[src/rtl/surf_stream_pkg.sv]
// Shared definitions for the SURF result streamer.
// Contents: width constants, FSM state and gearbox phase enums, tkeep constants.
package surf_stream_pkg;

   localparam int ADDR_W = 17;
   localparam int MEM_W  = 48;
   localparam int AXIS_W = 32;

   localparam logic [3:0] KEEP_FULL = 4'hF;
   localparam logic [3:0] KEEP_HALF = 4'h3;

   typedef enum logic [1:0] {
      ST_IDLE = 2'd0,
      ST_RUN  = 2'd1,
      ST_FIN  = 2'd2
   } state_e;

   typedef enum logic [1:0] {
      PH_0 = 2'd0,
      PH_1 = 2'd1,
      PH_2 = 2'd2
   } phase_e;

endpackage

[src/rtl/surf_word_fifo.sv]
// Two-entry word FIFO between the memory read port and the gearbox.
// Ports:
//   clk, rst (async, active-low)
//   push/din  : write a word
//   pop/dout  : read the head word (dout is the head, valid while occ != 0)
//   occ       : current occupancy (0..2)
// The fetch side never issues more reads than there is room for, so no
// full/empty protection is needed here.
module surf_word_fifo
   import surf_stream_pkg::*;
#(
   parameter int WIDTH = MEM_W
)(
   input  logic             clk,
   input  logic             rst,
   input  logic             push,
   input  logic [WIDTH-1:0] din,
   input  logic             pop,
   output logic [WIDTH-1:0] dout,
   output logic [1:0]       occ
);

   logic [WIDTH-1:0] slot [2];
   logic             wr_ptr;
   logic             rd_ptr;

   always_ff @(posedge clk or negedge rst) begin
      if (!rst) begin
         slot[0] <= '0;
         slot[1] <= '0;
         wr_ptr  <= 1'b0;
         rd_ptr  <= 1'b0;
         occ     <= 2'd0;
      end else begin
         if (push) begin
            slot[wr_ptr] <= din;
            wr_ptr       <= ~wr_ptr;
         end
         if (pop) begin
            rd_ptr <= ~rd_ptr;
         end
         occ <= occ + 2'(push) - 2'(pop);
      end
   end

   assign dout = slot[rd_ptr];

endmodule

[src/rtl/surf_result_streamer.sv]
// SURF result streamer: reads num_words 48-bit words from the output memory
// starting at base_addr and emits them as 32-bit AXI-Stream beats (two words
// per three beats, little-endian), tagging the final beat with tlast/tkeep.
// Ports:
//   clk, rst (async, active-low)
//   start, base_addr, num_words : command (start ignored while busy)
//   busy, done                  : status (done is a one-cycle pulse)
//   mem_addr, mem_en, mem_din   : memory read port, 1-cycle read latency
//   m_axis_*                    : AXI-Stream master (registered outputs)
//   stall_cnt                   : only with SURF_STREAMER_STALL_CNT_EN defined;
//                                 cycles with busy && tvalid && !tready
//
// state | meaning
// IDLE  | waiting for start
// RUN   | fetch and stream in progress
// FIN   | one-cycle done pulse, then back to IDLE
module surf_result_streamer
   import surf_stream_pkg::*;
#(
   parameter int ADDR_WIDTH      = ADDR_W,
   parameter int MEM_DATA_WIDTH  = MEM_W,
   parameter int AXIS_DATA_WIDTH = AXIS_W
)(
   input  logic                         clk,
   input  logic                         rst,
   input  logic                         start,
   input  logic [ADDR_WIDTH-1:0]        base_addr,
   input  logic [ADDR_WIDTH-1:0]        num_words,
   output logic                         busy,
   output logic                         done,
   output logic [ADDR_WIDTH-1:0]        mem_addr,
   output logic                         mem_en,
   input  logic [MEM_DATA_WIDTH-1:0]    mem_din,
   output logic [AXIS_DATA_WIDTH-1:0]   m_axis_tdata,
   output logic                         m_axis_tvalid,
   input  logic                         m_axis_tready,
   output logic                         m_axis_tlast,
   output logic [AXIS_DATA_WIDTH/8-1:0] m_axis_tkeep
`ifdef SURF_STREAMER_STALL_CNT_EN
   ,
   output logic [31:0]                  stall_cnt
`endif
);

   state_e                      state, state_nx;
   phase_e                      phase, phase_nx;
   logic [31:0]                 residue, residue_nx;
   logic [ADDR_WIDTH-1:0]       issue_left;
   logic [ADDR_WIDTH-1:0]       pop_left;
   logic                        rd_vld;

   logic                        accept;
   logic                        hs;
   logic                        issue;
   logic                        load;
   logic                        take;
   logic                        consume;
   logic                        beat_ok;
   logic [31:0]                 beat_data;
   logic [3:0]                  beat_keep;
   logic                        beat_last;

   logic [MEM_DATA_WIDTH-1:0]   fifo_dout;
   logic [1:0]                  fifo_occ;
   logic [1:0]                  occ_nx;
   logic                        fifo_push;
   logic                        fifo_pop;
   logic                        word_avail;
   logic [MEM_DATA_WIDTH-1:0]   word;

   assign accept = (state == ST_IDLE) && start;
   assign hs     = m_axis_tvalid && m_axis_tready;

   // ---------------- FSM ----------------
   always_ff @(posedge clk or negedge rst) begin
      if (!rst) state <= ST_IDLE;
      else      state <= state_nx;
   end

   always_comb begin
      state_nx = state;
      case (state)
         ST_IDLE: if (start) state_nx = (num_words == '0) ? ST_FIN : ST_RUN;
         ST_RUN:  if (hs && m_axis_tlast) state_nx = ST_FIN;
         ST_FIN:  state_nx = ST_IDLE;
         default: state_nx = ST_IDLE;
      endcase
   end

   always_comb begin
      busy = (state == ST_RUN);
      done = (state == ST_FIN);
   end

   // ---------------- word FIFO with fall-through ----------------
   // When the FIFO is empty the gearbox takes the returning read data
   // directly, which saves a cycle of first-beat latency.
   assign word_avail = (fifo_occ != 2'd0) || rd_vld;
   assign word       = (fifo_occ != 2'd0) ? fifo_dout : mem_din;
   assign consume    = load && take;
   assign fifo_pop   = consume && (fifo_occ != 2'd0);
   assign fifo_push  = rd_vld && !(consume && (fifo_occ == 2'd0));
   assign occ_nx     = fifo_occ + 2'(fifo_push) - 2'(fifo_pop);

   surf_word_fifo #(.WIDTH(MEM_DATA_WIDTH)) u_fifo (
      .clk  (clk),
      .rst  (rst),
      .push (fifo_push),
      .din  (mem_din),
      .pop  (fifo_pop),
      .dout (fifo_dout),
      .occ  (fifo_occ)
   );

   // ---------------- fetch side ----------------
   // The read issued this cycle (mem_en) lands next cycle, so it counts
   // against the two FIFO slots together with next cycle's occupancy.
   assign issue = (state == ST_RUN) && (issue_left != '0) &&
                  ((3'(occ_nx) + 3'(mem_en)) < 3'd2);

   always_ff @(posedge clk or negedge rst) begin
      if (!rst) begin
         mem_en     <= 1'b0;
         mem_addr   <= '0;
         issue_left <= '0;
         rd_vld     <= 1'b0;
      end else begin
         rd_vld <= mem_en;
         if (accept && (num_words != '0)) begin
            mem_en     <= 1'b1;
            mem_addr   <= base_addr;
            issue_left <= num_words - ADDR_WIDTH'(1);
         end else if (issue) begin
            mem_en     <= 1'b1;
            mem_addr   <= mem_addr + ADDR_WIDTH'(1);
            issue_left <= issue_left - ADDR_WIDTH'(1);
         end else begin
            mem_en <= 1'b0;
         end
      end
   end

   // ---------------- gearbox ----------------
   // PH_1 with nothing left to pop only happens for odd counts: it is the
   // half-filled flush beat carrying the last word's upper 16 bits.
   always_comb begin
      beat_ok    = 1'b0;
      take       = 1'b0;
      beat_data  = '0;
      beat_keep  = KEEP_FULL;
      beat_last  = 1'b0;
      phase_nx   = phase;
      residue_nx = residue;
      case (phase)
         PH_0: begin
            if ((pop_left != '0) && word_avail) begin
               beat_ok    = 1'b1;
               take       = 1'b1;
               beat_data  = word[31:0];
               residue_nx = {16'h0, word[47:32]};
               phase_nx   = PH_1;
            end
         end
         PH_1: begin
            if (pop_left == '0) begin
               beat_ok   = 1'b1;
               beat_data = {16'h0, residue[15:0]};
               beat_keep = KEEP_HALF;
               beat_last = 1'b1;
               phase_nx  = PH_0;
            end else if (word_avail) begin
               beat_ok    = 1'b1;
               take       = 1'b1;
               beat_data  = {word[15:0], residue[15:0]};
               residue_nx = word[47:16];
               phase_nx   = PH_2;
            end
         end
         PH_2: begin
            beat_ok   = 1'b1;
            beat_data = residue;
            beat_last = (pop_left == '0);
            phase_nx  = PH_0;
         end
         default: phase_nx = PH_0;
      endcase
   end

   assign load = (state == ST_RUN) && (!m_axis_tvalid || m_axis_tready) && beat_ok;

   always_ff @(posedge clk or negedge rst) begin
      if (!rst) begin
         phase    <= PH_0;
         residue  <= '0;
         pop_left <= '0;
      end else if (accept) begin
         phase    <= PH_0;
         residue  <= '0;
         pop_left <= num_words;
      end else if (load) begin
         phase   <= phase_nx;
         residue <= residue_nx;
         if (take) pop_left <= pop_left - ADDR_WIDTH'(1);
      end
   end

   always_ff @(posedge clk or negedge rst) begin
      if (!rst) begin
         m_axis_tvalid <= 1'b0;
         m_axis_tdata  <= '0;
         m_axis_tkeep  <= '0;
         m_axis_tlast  <= 1'b0;
      end else if (load) begin
         m_axis_tvalid <= 1'b1;
         m_axis_tdata  <= beat_data;
         m_axis_tkeep  <= beat_keep;
         m_axis_tlast  <= beat_last;
      end else if (hs) begin
         m_axis_tvalid <= 1'b0;
         m_axis_tdata  <= '0;
         m_axis_tkeep  <= '0;
         m_axis_tlast  <= 1'b0;
      end
   end

`ifdef SURF_STREAMER_STALL_CNT_EN
   always_ff @(posedge clk or negedge rst) begin
      if (!rst) begin
         stall_cnt <= '0;
      end else if (accept) begin
         stall_cnt <= '0;
      end else if (busy && m_axis_tvalid && !m_axis_tready &&
                   (stall_cnt != 32'hFFFF_FFFF)) begin
         stall_cnt <= stall_cnt + 32'd1;
      end
   end
`endif

endmodule

[config.mk]
export PLATFORM = sky130hd
export DESIGN_NAME = surf_result_streamer
export DESIGN_NICKNAME = d
export VERILOG_FILES = /design/src/rtl/surf_stream_pkg.sv /design/src/rtl/surf_word_fifo.sv /design/src/rtl/surf_result_streamer.sv
export SDC_FILE = /design/constraint.sdc
export NUM_CORES = 1
export LEC_CHECK = 0
export ABC_AREA = 1
export CELL_PAD_IN_SITES_DETAIL_PLACEMENT = 1
export CELL_PAD_IN_SITES_GLOBAL_PLACEMENT = 1
export CORE_ASPECT_RATIO = 0.8
export CORE_UTILIZATION = 42
export CTS_CLUSTER_DIAMETER = 50
export DETAILED_ROUTE_END_ITERATION = 10
export PLACE_DENSITY_LB_ADDON = 0.1
export RECOVER_POWER = 100
export SLEW_MARGIN = 10
export SYNTH_ARGS = -nofsm -noshare
export SYNTH_HDL_FRONTEND = slang
export SYNTH_SLANG_ARGS = --single-unit
[constraint.sdc]
create_clock -name clk -period 3.9 [get_ports clk]
set_clock_uncertainty 0.15 [all_clocks]
set_input_delay 0.39 -clock clk [delete_from_list [all_inputs] [get_ports clk]]
set_output_delay 0.39 -clock clk [all_outputs]
set_load 0.02 [all_outputs]
==> results of run 1 <==
[synth_stat cells (5+ instances only)]
library cell,instances,share of area
nand2_1,468,0.15
dfrtp_1,224,0.47
o21ai_0,146,0.062
nand3_1,138,0.058
inv_1,122,0.039
nor2_1,83,0.026
clkbuf_1,50,0.016
o21ai_1,50,0.021
a21oi_1,28,0.012
o22ai_1,28,0.015
xor2_1,24,0.018
o211ai_1,20,0.013
o31ai_1,17,0.011
buf_2,14,0.0059
buf_4,11,0.0070
a211oi_1,10,0.0063
buf_6,9,0.0086
ha_1,9,0.0095
buf_1,7,0.0022
nand4_1,7,0.0037
xnor2_1,7,0.0052
a22oi_1,6,0.0038
nor4_1,5,0.0026
[area by class of cell]
type / count / area share
flip-flops and latches: 224 / 0.389
multi-input cells: 1091 / 0.366
repair buffers: 169 / 0.113
clock buffers: 40 / 0.0568
inverters: 129 / 0.0338
well taps: 364 / 0.0316
clock inverters: 12 / 0.00956
[state kept, by name (all words and copies together) (netlist names)]
| signal | flops |
|---|---|
| mem_addr | 17 |
| u_fifo.occ | 2 |
| state | 2 |
| m_axis_tdata | 32 |
| residue | 32 |
| phase | 2 |
| rd_vld | 1 |
| u_fifo.wr_ptr | 1 |
| issue_left | 17 |
| m_axis_tlast | 1 |
| m_axis_tkeep | 2 |
| pop_left | 17 |
| u_fifo.rd_ptr | 1 |
| mem_en | 1 |
| u_fifo.slot | 96 |
[power breakdown]
group | switching (mW) | total (mW) | internal, mW
registers | 0.693 | 4.03 | 3.34
clock network | 1.07 | 2.67 | 1.60
logic | 4.51 | 6.55 | 2.04
[per-layer routing]
metal  up-vias  global-route usage  share of wire
li1       5256                   -              -
met1      5485               0.426           0.49
met2       280               0.413           0.45
met3        39              0.0289          0.045
met4         0              0.0469          0.014
met5         -                   0              0
[logic make-up after synthesis]
family,after synthesis,synth area share
flip-flops,224,0.474
AND/OR/NAND/NOR,733,0.262
buffers and inverters,220,0.0808
adder cells (fa/ha/maj),9,0.00952
XOR/XNOR,31,0.0230
AO/OA/AOI/OAI,316,0.150
[worst paths after layout]
path,slack (ns),end,depth (start not counted),start
max in group asynchronous,0.55,pop_left[9],3,rst
min,0.30,u_fifo.slot[33],3,mem_din[33]
min in group asynchronous,0.66,u_fifo.slot[58],2,rst
max,0.31,residue[11],8,phase[1]
max reg2reg,0.31,residue[11],8,phase[1]
min reg2reg,0.31,rd_vld,0,mem_en
[through the flow]
| step | power [mW] | TNS [ns] | hold slack [ns] |
|---|---|---|---|
| 2_1_floorplan | 8.40 | 0 | -0.0556 |
| 3_3_place_gp | 10.3 | 0 | 0.306 |
| 3_5_place_dp | 10.6 | -0.951 | 0.303 |
| 4_1_cts | 13.3 | 0 | 0.285 |
| 5_1_grt | 14.3 | 0 | 0.334 |
| 6_report | 13.3 | 0 | 0.302 |
[repair_timing]
action / in CTS / in global routing
hold buffers: 1 / 0
endpoints found under the setup margin: 0 / 35
gates resized for setup: 0 / 1
buffers inserted: 0 / 2
hold endpoints to repair: 123 / 0
[critical path: cells and delay by family, from the launching register on]
family                   cells  cell delay (ns)
AO/OA/AOI/OAI                2             0.64
buffers and inverters        3             1.26
flip-flops                   1             0.40
AND/OR/NAND/NOR              2             0.73
adder cells (fa/ha/maj)      1             0.31
==> qor.txt, run 1 <==
==================================================================================
Average footprint of a synthesized cell                                   7.71 µm²
Endpoint class of the critical path                                       register
Number of DRC violations after detailed routing                                  0
Number of H-tree branching levels                                                1
Remaining number of nets flagged by the antenna check after routing              0
Unrepaired setup endpoints after global routing                                 no
Die outline width                                                           190 µm
Area enclosed by the die boundary                                        28800 µm²
Share of cells above drive strength 1                                       0.0577
Number of detailed-routing iterations run before antenna repair                  5
Pre-CTS setup slack                                                     -0.0761 ns
Syn_nets                                                                      1628
Worst path cell trace                                                 inv_1 > ha_1 > inv_1 > nor2_1 > clkinv_1 > o22ai_1 > nand2_1 > o21ai_0
Top Ports                                                                      144
Category of the worst setup path launch point                             register
Design area                                                              14400 µm²
Aggregate routed wire length                                              38700 µm
Clock slew at reported path FFs                                            0.06 ns
Pins Over Slew Limit                                                           163
Share of the yosys chip area belonging to registers                          0.474
Ys async rst share                                                            1.00
Slowest cell on the critical path                                         clkinv_1
Type of the setup path with the least slack                             reg -> reg
Sum of net half-perimeters after detailed placement                       26700 µm
Required time of the critical path                                         4.21 ns
Skew-Pair Late Insertion Delay                                             0.55 ns
Tightest Pin Transition                                                    1.86 ns
Global-route wire length before repair                                    62900 µm
Headroom to the max-slew limit                                              -0.243
GR Util All Layers                                                           0.273
Maximum single-stage delay on the critical path                            0.81 ns
Number of placed cells counting well taps                                     1972
Area growth from synthesis to layout                                         21.8%
CTS Root Buffer Type                                                     clkbuf_16
Post-layout nets                                                              1739
Placeable Area                                                           27400 µm²
PortBufs                                                                       143
Largest net degree at the start of global routing                              127
DRC violation total after the first TritonRoute iteration                      782
Number of buffers between clock root and the deepest sink                        3
Clock Sinks                                                                    224
Final core area utilization                                                  0.525
Worst min path class                                                     in -> reg
Netlist area before placement                                            11800 µm²
Final Hold Violating Endpoints                                                   0
Height of the die                                                           152 µm
Area used by multi-input combinational logic                              5270 µm²
Static leakage                                                             6.93 nW
Overall overflow remaining after global route                                    0
Detailed-route wire length per cell                                        19.1 µm
Post-place instance area                                                 13500 µm²
Number of synthesized flops with an enable pin                                   0
Time the final worst path needs with I/O delays and setup                  3.59 ns
Peak VDD IR                                                               0.440 mV
Storage cell area                                                         5610 µm²
Number of antenna violations at the first check in global routing                0
Most used DFF post-synth                                                   dfrtp_1
Violations in the final reports                                       capacitance limit, slew limit
CP Data Arrival Time                                                       3.89 ns
Final instance count without filler cells                                     2029
Outcome                                                               finished, violations left
Number of maximum-capacitance violations                                         2
Cts bufs inserted                                                               29
Most common cell after layout, fill and taps aside                         nand2_1
Gpl congestion                                                               0.859
Number of distinct library cells after synthesis                                48
Via count of the first global-routing pass                                   11200
Final setup fails                                                                0
Inserted Diodes                                                                  0
Pwr dens                                                                921 nW/µm²
Number of placement rows                                                        54
Count of mapped cells out of synthesis                                        1533
Clock tree from TritonCTS                                                    built
Final worst setup slack                                                   0.315 ns
Most frequent cells in the layout                                     nand2_1 (468), dfrtp_1 (224), o21ai_0 (194)
Routed vias                                                                  11100
Maximum net fanout on the critical path                                         26
Via-per-instance ratio                                                        5.45
Initial core utilization                                                     0.431
Number of register bits inferred by synthesis                                  224
Post-route fraction of the period consumed by the critical path              0.919
Fill cells                                                                    3387
Synthesis warning total                                                          0
Max Clk Rate                                                               279 MHz
Cell seen most often among critical-path stages                              inv_1
==================================================================================
No activity file was read; power rests on OpenSTA's default activity.
==> run 2: changes to the inputs <==
Settings changed: GPL_TIMING_DRIVEN set to 0.
==> run 2 against run 1 <==
The run still ends with capacitance limit, slew limit left. Design area increased by 1.9%. Global-route usage rose by 2.7 points. Clock-buffer cell count fell by 2. Worst hold slack lost 0.015 ns. Critical endpoint is now u_fifo.slot[73].
==> qor.txt, run 2 (synthesis gave the netlist of run 1 again) <==
==================================================================================
Static leakage                                                             7.02 nW
Area used by multi-input combinational logic                              5250 µm²
GR Util All Layers                                                           0.300
Worst hold path endpoint                                                    rd_vld
Pins Over Slew Limit                                                            76
Post-route setup TNS                                                          0 ns
Area enclosed by the die boundary                                        28800 µm²
Unrepaired setup endpoints after global routing                                 no
Height of the die                                                           152 µm
Tightest Pin Transition                                                    2.02 ns
Post-route fraction of the period consumed by the critical path              0.935
Initial core utilization                                                     0.431
DRC violation total after the first TritonRoute iteration                      861
Final instance count without filler cells                                     2096
Number of buffers between clock root and the deepest sink                        3
Largest net degree at the start of global routing                               77
Remaining number of nets flagged by the antenna check after routing              0
Max Clk Rate                                                               274 MHz
Routed vias                                                                  11700
Category of the worst setup path launch point                             register
Violations in the final reports                                       capacitance limit, slew limit
CTS Root Buffer Type                                                     clkbuf_16
Cts bufs inserted                                                               29
Peak VDD IR                                                               0.395 mV
Share of cells above drive strength 1                                       0.0548
Clock slew at reported path FFs                                            0.06 ns
Number of stages on the worst hold path                                          0
Gpl congestion                                                               0.922
Placeable Area                                                           27400 µm²
Number of maximum-capacitance violations                                         1
Endpoint class of the critical path                                       register
Type of the setup path with the least slack                             reg -> reg
Number of placed cells counting well taps                                     2042
Final setup fails                                                                0
Origin of the critical flop-to-flop path                               pop_left[0]
Clock Sinks                                                                    224
Reg2Reg Setup Slack                                                        0.26 ns
Number of H-tree branching levels                                                1
Post-CTS setup buffer count                                                      0
Die outline width                                                           190 µm
Outcome                                                               finished, violations left
Required time of the critical path                                         4.22 ns
Number of antenna violations at the first check in global routing                0
Max reg flops                                                                   96
Overall overflow remaining after global route                                    0
Largest registers                                                     u_fifo.slot: 96 flops, m_axis_tdata: 32 flops, residue: 32 flops
Headroom to the max-slew limit                                              -0.350
Most common cell after layout, fill and taps aside                         nand2_1
Inserted Diodes                                                                  0
Number of cells on the worst reg-to-reg path                                    16
CP Data Arrival Time                                                       3.96 ns
Reg-to-reg endpoint                                                   u_fifo.slot[73]
Via count of the first global-routing pass                                   11700
Register with the highest flop count                                   u_fifo.slot
Worst min path class                                                    reg -> reg
Skew-Pair Late Insertion Delay                                             0.55 ns
Most frequent cells in the layout                                     nand2_1 (469), dfrtp_1 (224), o21ai_0 (180)
Global-route wire length before repair                                    67600 µm
Time the final worst path needs with I/O delays and setup                  3.64 ns
Detailed-route wire length per cell                                        20.2 µm
Launch point of the worst hold path                                         mem_en
Post-layout nets                                                              1805
Via-per-instance ratio                                                        5.59
Aggregate routed wire length                                              42400 µm
Number of placement rows                                                        54
Fill cells                                                                    3453
Top Ports                                                                      144
Sum of net half-perimeters after detailed placement                       31100 µm
Final Hold Violating Endpoints                                                   0
Pwr dens                                                                940 nW/µm²
Storage cell area                                                         5610 µm²
Maximum net fanout on the critical path                                         10
PortBufs                                                                       143
Clock tree from TritonCTS                                                    built
Area growth from synthesis to layout                                         24.0%
Number of DRC violations after detailed routing                                  0
Number of detailed-routing iterations run before antenna repair                  5
==================================================================================
-- run 2: stage by stage --
step	power (mW)	utilization	hold slack [ns]	instance area (µm²)	setup WS, ns
2_1_floorplan	8.40	-	-0.0556	11800	1.01
3_3_place_gp	10.8	0.500	0.262	13700	-7.70
3_5_place_dp	11.1	0.502	0.253	13800	0.0434
4_1_cts	13.9	0.538	0.273	14800	0.194
5_1_grt	14.7	0.534	0.307	14700	0.0155
6_report	13.8	0.534	0.287	14700	0.255
-- run 2: worst max path at each step --
stage | cells after the start | to | from | slack (ns)
2_1_floorplan | 22 | issue_left[0] | pop_left[0] | 1.01
3_3_place_gp | 1 | mem_addr[4] | rst | -7.70
3_5_place_dp | 15 | issue_left[14] | m_axis_tready | 0.04
4_1_cts | 21 | issue_left[3] | pop_left[0] | 0.19
5_1_grt | 21 | issue_left[3] | pop_left[0] | 0.02
6_report | 16 | u_fifo.slot[73] | pop_left[0] | 0.26
-- run 2: layout make-up --
| type | instances | area share |
|---|---|---|
| tap | 364 | 0.0311 |
| timing repair buffer | 146 | 0.100 |
| clock buffer | 38 | 0.0566 |
| clock inverter | 15 | 0.0107 |
| buffer | 91 | 0.0276 |
| sequential | 224 | 0.382 |
| inverter | 129 | 0.0332 |
| multi-input combinational | 1089 | 0.358 |
-- run 2: per-layer routing --
layer | global-route usage | vias to the layer above | wire length, µm
met3 | 0.0393 | 51 | 2680
li1 | - | 5406 | -
met1 | 0.462 | 5855 | 20300
met2 | 0.449 | 397 | 18600
met4 | 0.0599 | 0 | 737
met5 | 0 | - | 0
-- run 2: power breakdown --
group / total, mW / internal [mW] / switching, mW / leakage [nW]
clock network: 2.72 / 1.63 / 1.09 / 0.471
registers: 4.02 / 3.34 / 0.683 / 2.85
logic: 7.04 / 2.16 / 4.88 / 3.69
-- run 2: repair_timing --
action | 4_1_cts | 5_1_grt
resized for setup | 0 | 2
hold endpoints to repair | 75 | 0
setup endpoints to repair | 0 | 31
hold buffers | 1 | 0
-- run 2: worst max-delay path, cell delays in order (launching register included) --
cell      delay [ns]
dfrtp_1         0.39
inv_2           0.13
ha_1            0.16
inv_1           0.04
nor2_1          0.09
nand2_1         0.09
nor2_4          0.12
nand3_1         0.21
nand3_2         0.17
nand4_1         0.24
nand2_1         0.20
or2_1           0.12
clkbuf_1        0.35
clkbuf_1        0.51
clkbuf_2        0.40
nand2_1         0.10
o21ai_0         0.09
==> run 3: changes to the inputs <==
Settings changed: CORE_UTILIZATION 42 to 41, GPL_ROUTABILITY_DRIVEN set to 0, SYNTH_HIERARCHICAL set to 1.
==> run 3 against run 2 <==
The flow still finishes with violations (capacitance limit, slew limit). Register-to-register slack worse by 0.02 ns. Clock-buffer cell count is 2 lower. Maximum frequency is 0.59% lower. Critical endpoint is now mem_addr[3]. Critical path depth is 3 higher. Largest power group unchanged. Sequential power hardly changed. Clock power hardly changed. Critical path type unchanged. Highest routed layer unchanged.
==> qor.txt, run 3 <==
==================================================================================
Synthesis warning total                                                          6
Number of H-tree branching levels                                                1
Maximum net fanout on the critical path                                         10
Final core area utilization                                                  0.517
Most frequently used cell type in the post-synthesis netlist               nand2_1
Cell types with the highest counts after synthesis                    nand2_1 (533), dfrtp_1 (224), inv_1 (181), o21ai_0 (128), nand3_1 (106)
Via-per-instance ratio                                                        5.32
Cts bufs inserted                                                               29
Inserted Diodes                                                                  0
Number of maximum-capacitance violations                                         1
Headroom to the max-slew limit                                              -0.178
Number of distinct library cells after synthesis                                47
GR Util All Layers                                                           0.289
Endpoint class of the critical path                                       register
Final setup fails                                                                0
Type of the setup path with the least slack                             reg -> reg
Clock tree from TritonCTS                                                    built
Via count of the first global-routing pass                                   11900
Most frequent cells in the layout                                     nand2_1 (533), dfrtp_1 (224), o21ai_0 (223)
Clock slew at reported path FFs                                            0.07 ns
Average footprint of a synthesized cell                                   7.40 µm²
Number of synthesized flops with an enable pin                                   0
Clock Sinks                                                                    224
Topmost layer with routed signal wires                                        met4
Worst min path class                                                     in -> reg
Placeable Area                                                           29300 µm²
Max reg flops                                                                   96
Time the final worst path needs with I/O delays and setup                  3.67 ns
Count of mapped cells out of synthesis                                        1648
Aggregate routed wire length                                              43400 µm
Number of buffers between clock root and the deepest sink                        3
Area enclosed by the die boundary                                        30500 µm²
Share of the yosys chip area belonging to registers                          0.459
PortBufs                                                                       143
Largest registers                                                     u_fifo/slot: 96 flops, m_axis_tdata: 32 flops, residue: 32 flops
Number of register bits inferred by synthesis                                  224
Post-route setup TNS                                                          0 ns
Required time of the critical path                                         4.18 ns
WL met3                                                                    2340 µm
DRC violation total after the first TritonRoute iteration                      726
Height of the die                                                           156 µm
Peak VDD IR                                                               0.360 mV
Tot Pwr                                                                    14.8 mW
Top post-synthesis cells by area                                      dfrtp_1 (46%), nand2_1 (16%), inv_1 (5.6%), o21ai_0 (5.3%), nand3_1 (4.3%)
Static leakage                                                             7.49 nW
Syn_nets                                                                      1746
CP Data Arrival Time                                                       3.95 ns
Post-route fraction of the period consumed by the critical path              0.940
Largest net degree at the start of global routing                               91
Number of detailed-routing iterations run before antenna repair                  5
Area growth from synthesis to layout                                         24.2%
Die outline width                                                           195 µm
Most common cell after layout, fill and taps aside                         nand2_1
Global-route wire length before repair                                    68000 µm
Post-layout nets                                                              1929
Netlist area before placement                                            12200 µm²
Detailed-route wire length per cell                                        19.5 µm
Share of cells above drive strength 1                                       0.0777
Outcome                                                               finished, violations left
Number of placement rows                                                        56
Tightest Pin Transition                                                    1.77 ns
Number of placed cells counting well taps                                     2170
Register with the highest flop count                                   u_fifo/slot
Skew-Pair Late Insertion Delay                                             0.56 ns
Category of the worst setup path launch point                             register
Violations in the final reports                                       capacitance limit, slew limit
Pwr dens                                                                977 nW/µm²
Initial core utilization                                                     0.417
Proportion of netlist area held by the largest area contributor              0.459
Final Hold Violating Endpoints                                                   0
Top Ports                                                                      144
Routed length on met1                                                     21800 µm
Remaining number of nets flagged by the antenna check after routing              0
Ys async rst share                                                            1.00
Overall overflow remaining after global route                                    0
Sum of net half-perimeters after detailed placement                       32300 µm
Most used DFF post-synth                                                   dfrtp_1
Met2 WL                                                                   18300 µm
Final instance count without filler cells                                     2230
Routed vias                                                                  11900
Max Clk Rate                                                               273 MHz
Number of DRC violations after detailed routing                                  0
CTS Root Buffer Type                                                     clkbuf_16
Number of antenna violations at the first check in global routing                1
Pins Over Slew Limit                                                            67
Cell type contributing the most total cell area after synthesis            dfrtp_1
==================================================================================
run 3: critical path, stage by stage (launching register included):
cell and delay [ns]:
dfrtp_1 0.45, nor2_4 0.23, inv_2 0.09, or2_1 0.30, a21oi_2 0.20, o21ai_4 0.09
inv_4 0.12, a21boi_4 0.09, nand2_4 0.10, o21ai_2 0.07, ha_1 0.28, inv_1 0.04
ha_1 0.18, xnor2_1 0.16, a21oi_4 0.20, nand3_4 0.14, nand2_2 0.14, buf_4 0.22
buf_6 0.20, a21oi_1 0.08
run 3: timing repair:
item                                    CTS  global route
endpoints found under the hold margin    66             0
pin swaps                                 1             1
hold buffers                              1             0
setup buffers                             1             5
resized for setup                        17            10
endpoints found under the setup margin   35            35
run 3: worst paths after layout:
kind | slack [ns] | cells after the start | startpoint | end
worst min register to register | 0.33 | 2 | u_fifo/slot[33] | u_fifo/slot[33]
worst min-delay path | 0.27 | 3 | base_addr[4] | mem_addr[4]
worst max-delay path | 0.23 | 19 | u_fifo/occ[1] | mem_addr[3]
worst max register to register | 0.23 | 19 | u_fifo/occ[1] | mem_addr[3]
max in group asynchronous | 0.66 | 4 | rst | u_fifo/slot[39]
min in group asynchronous | 0.69 | 2 | rst | u_fifo/slot[13]
run 3: metal layers:
metal | vias up | track usage
met5 | - | 0
li1 | 5636 | -
met3 | 58 | 0.0431
met2 | 292 | 0.433
met4 | 0 | 0.0660
met1 | 5869 | 0.436
run 3: final cells by class:
cell class | instances | area (µm²)
tap | 377 | 472
buffer | 91 | 457
clock inverter | 17 | 163
fill | 3712 | 14100
timing repair buffer | 152 | 1510
sequential | 224 | 5610
multi-input combinational | 1145 | 5430
inverter | 188 | 716
clock buffer | 36 | 802
run 3: cells by family after synthesis:
kind of cell,Yosys count,share of synthesized area
and+or+nand+nor,782,0.265
muxes,2,0.00164
DFF,224,0.459
xor gates and xnor gates,20,0.0144
adders and majority gates,12,0.0123
buffers and inverters,279,0.0997
AOI/OAI and AO/OA,329,0.148
run 3: metrics by stage:
step	cell area, µm²	hold WS [ns]	setup slack (ns)
3_5_place_dp	14200	0.230	-0.815
3_3_place_gp	14100	0.318	-7.77
2_1_floorplan	12200	-0.0556	0.547
4_1_cts	15200	0.247	0.00744
6_report	15200	0.270	0.234
5_1_grt	15200	0.262	-0.0130
run 3: power breakdown:
| part | leakage, nW | switching (mW) | internal (mW) |
|---|---|---|---|
| Clock | 0.464 | 1.15 | 1.55 |
| Combinational | 4.20 | 5.53 | 2.55 |
| Sequential | 2.83 | 0.670 | 3.35 |
| Total | 7.49 | 7.35 | 7.45 |
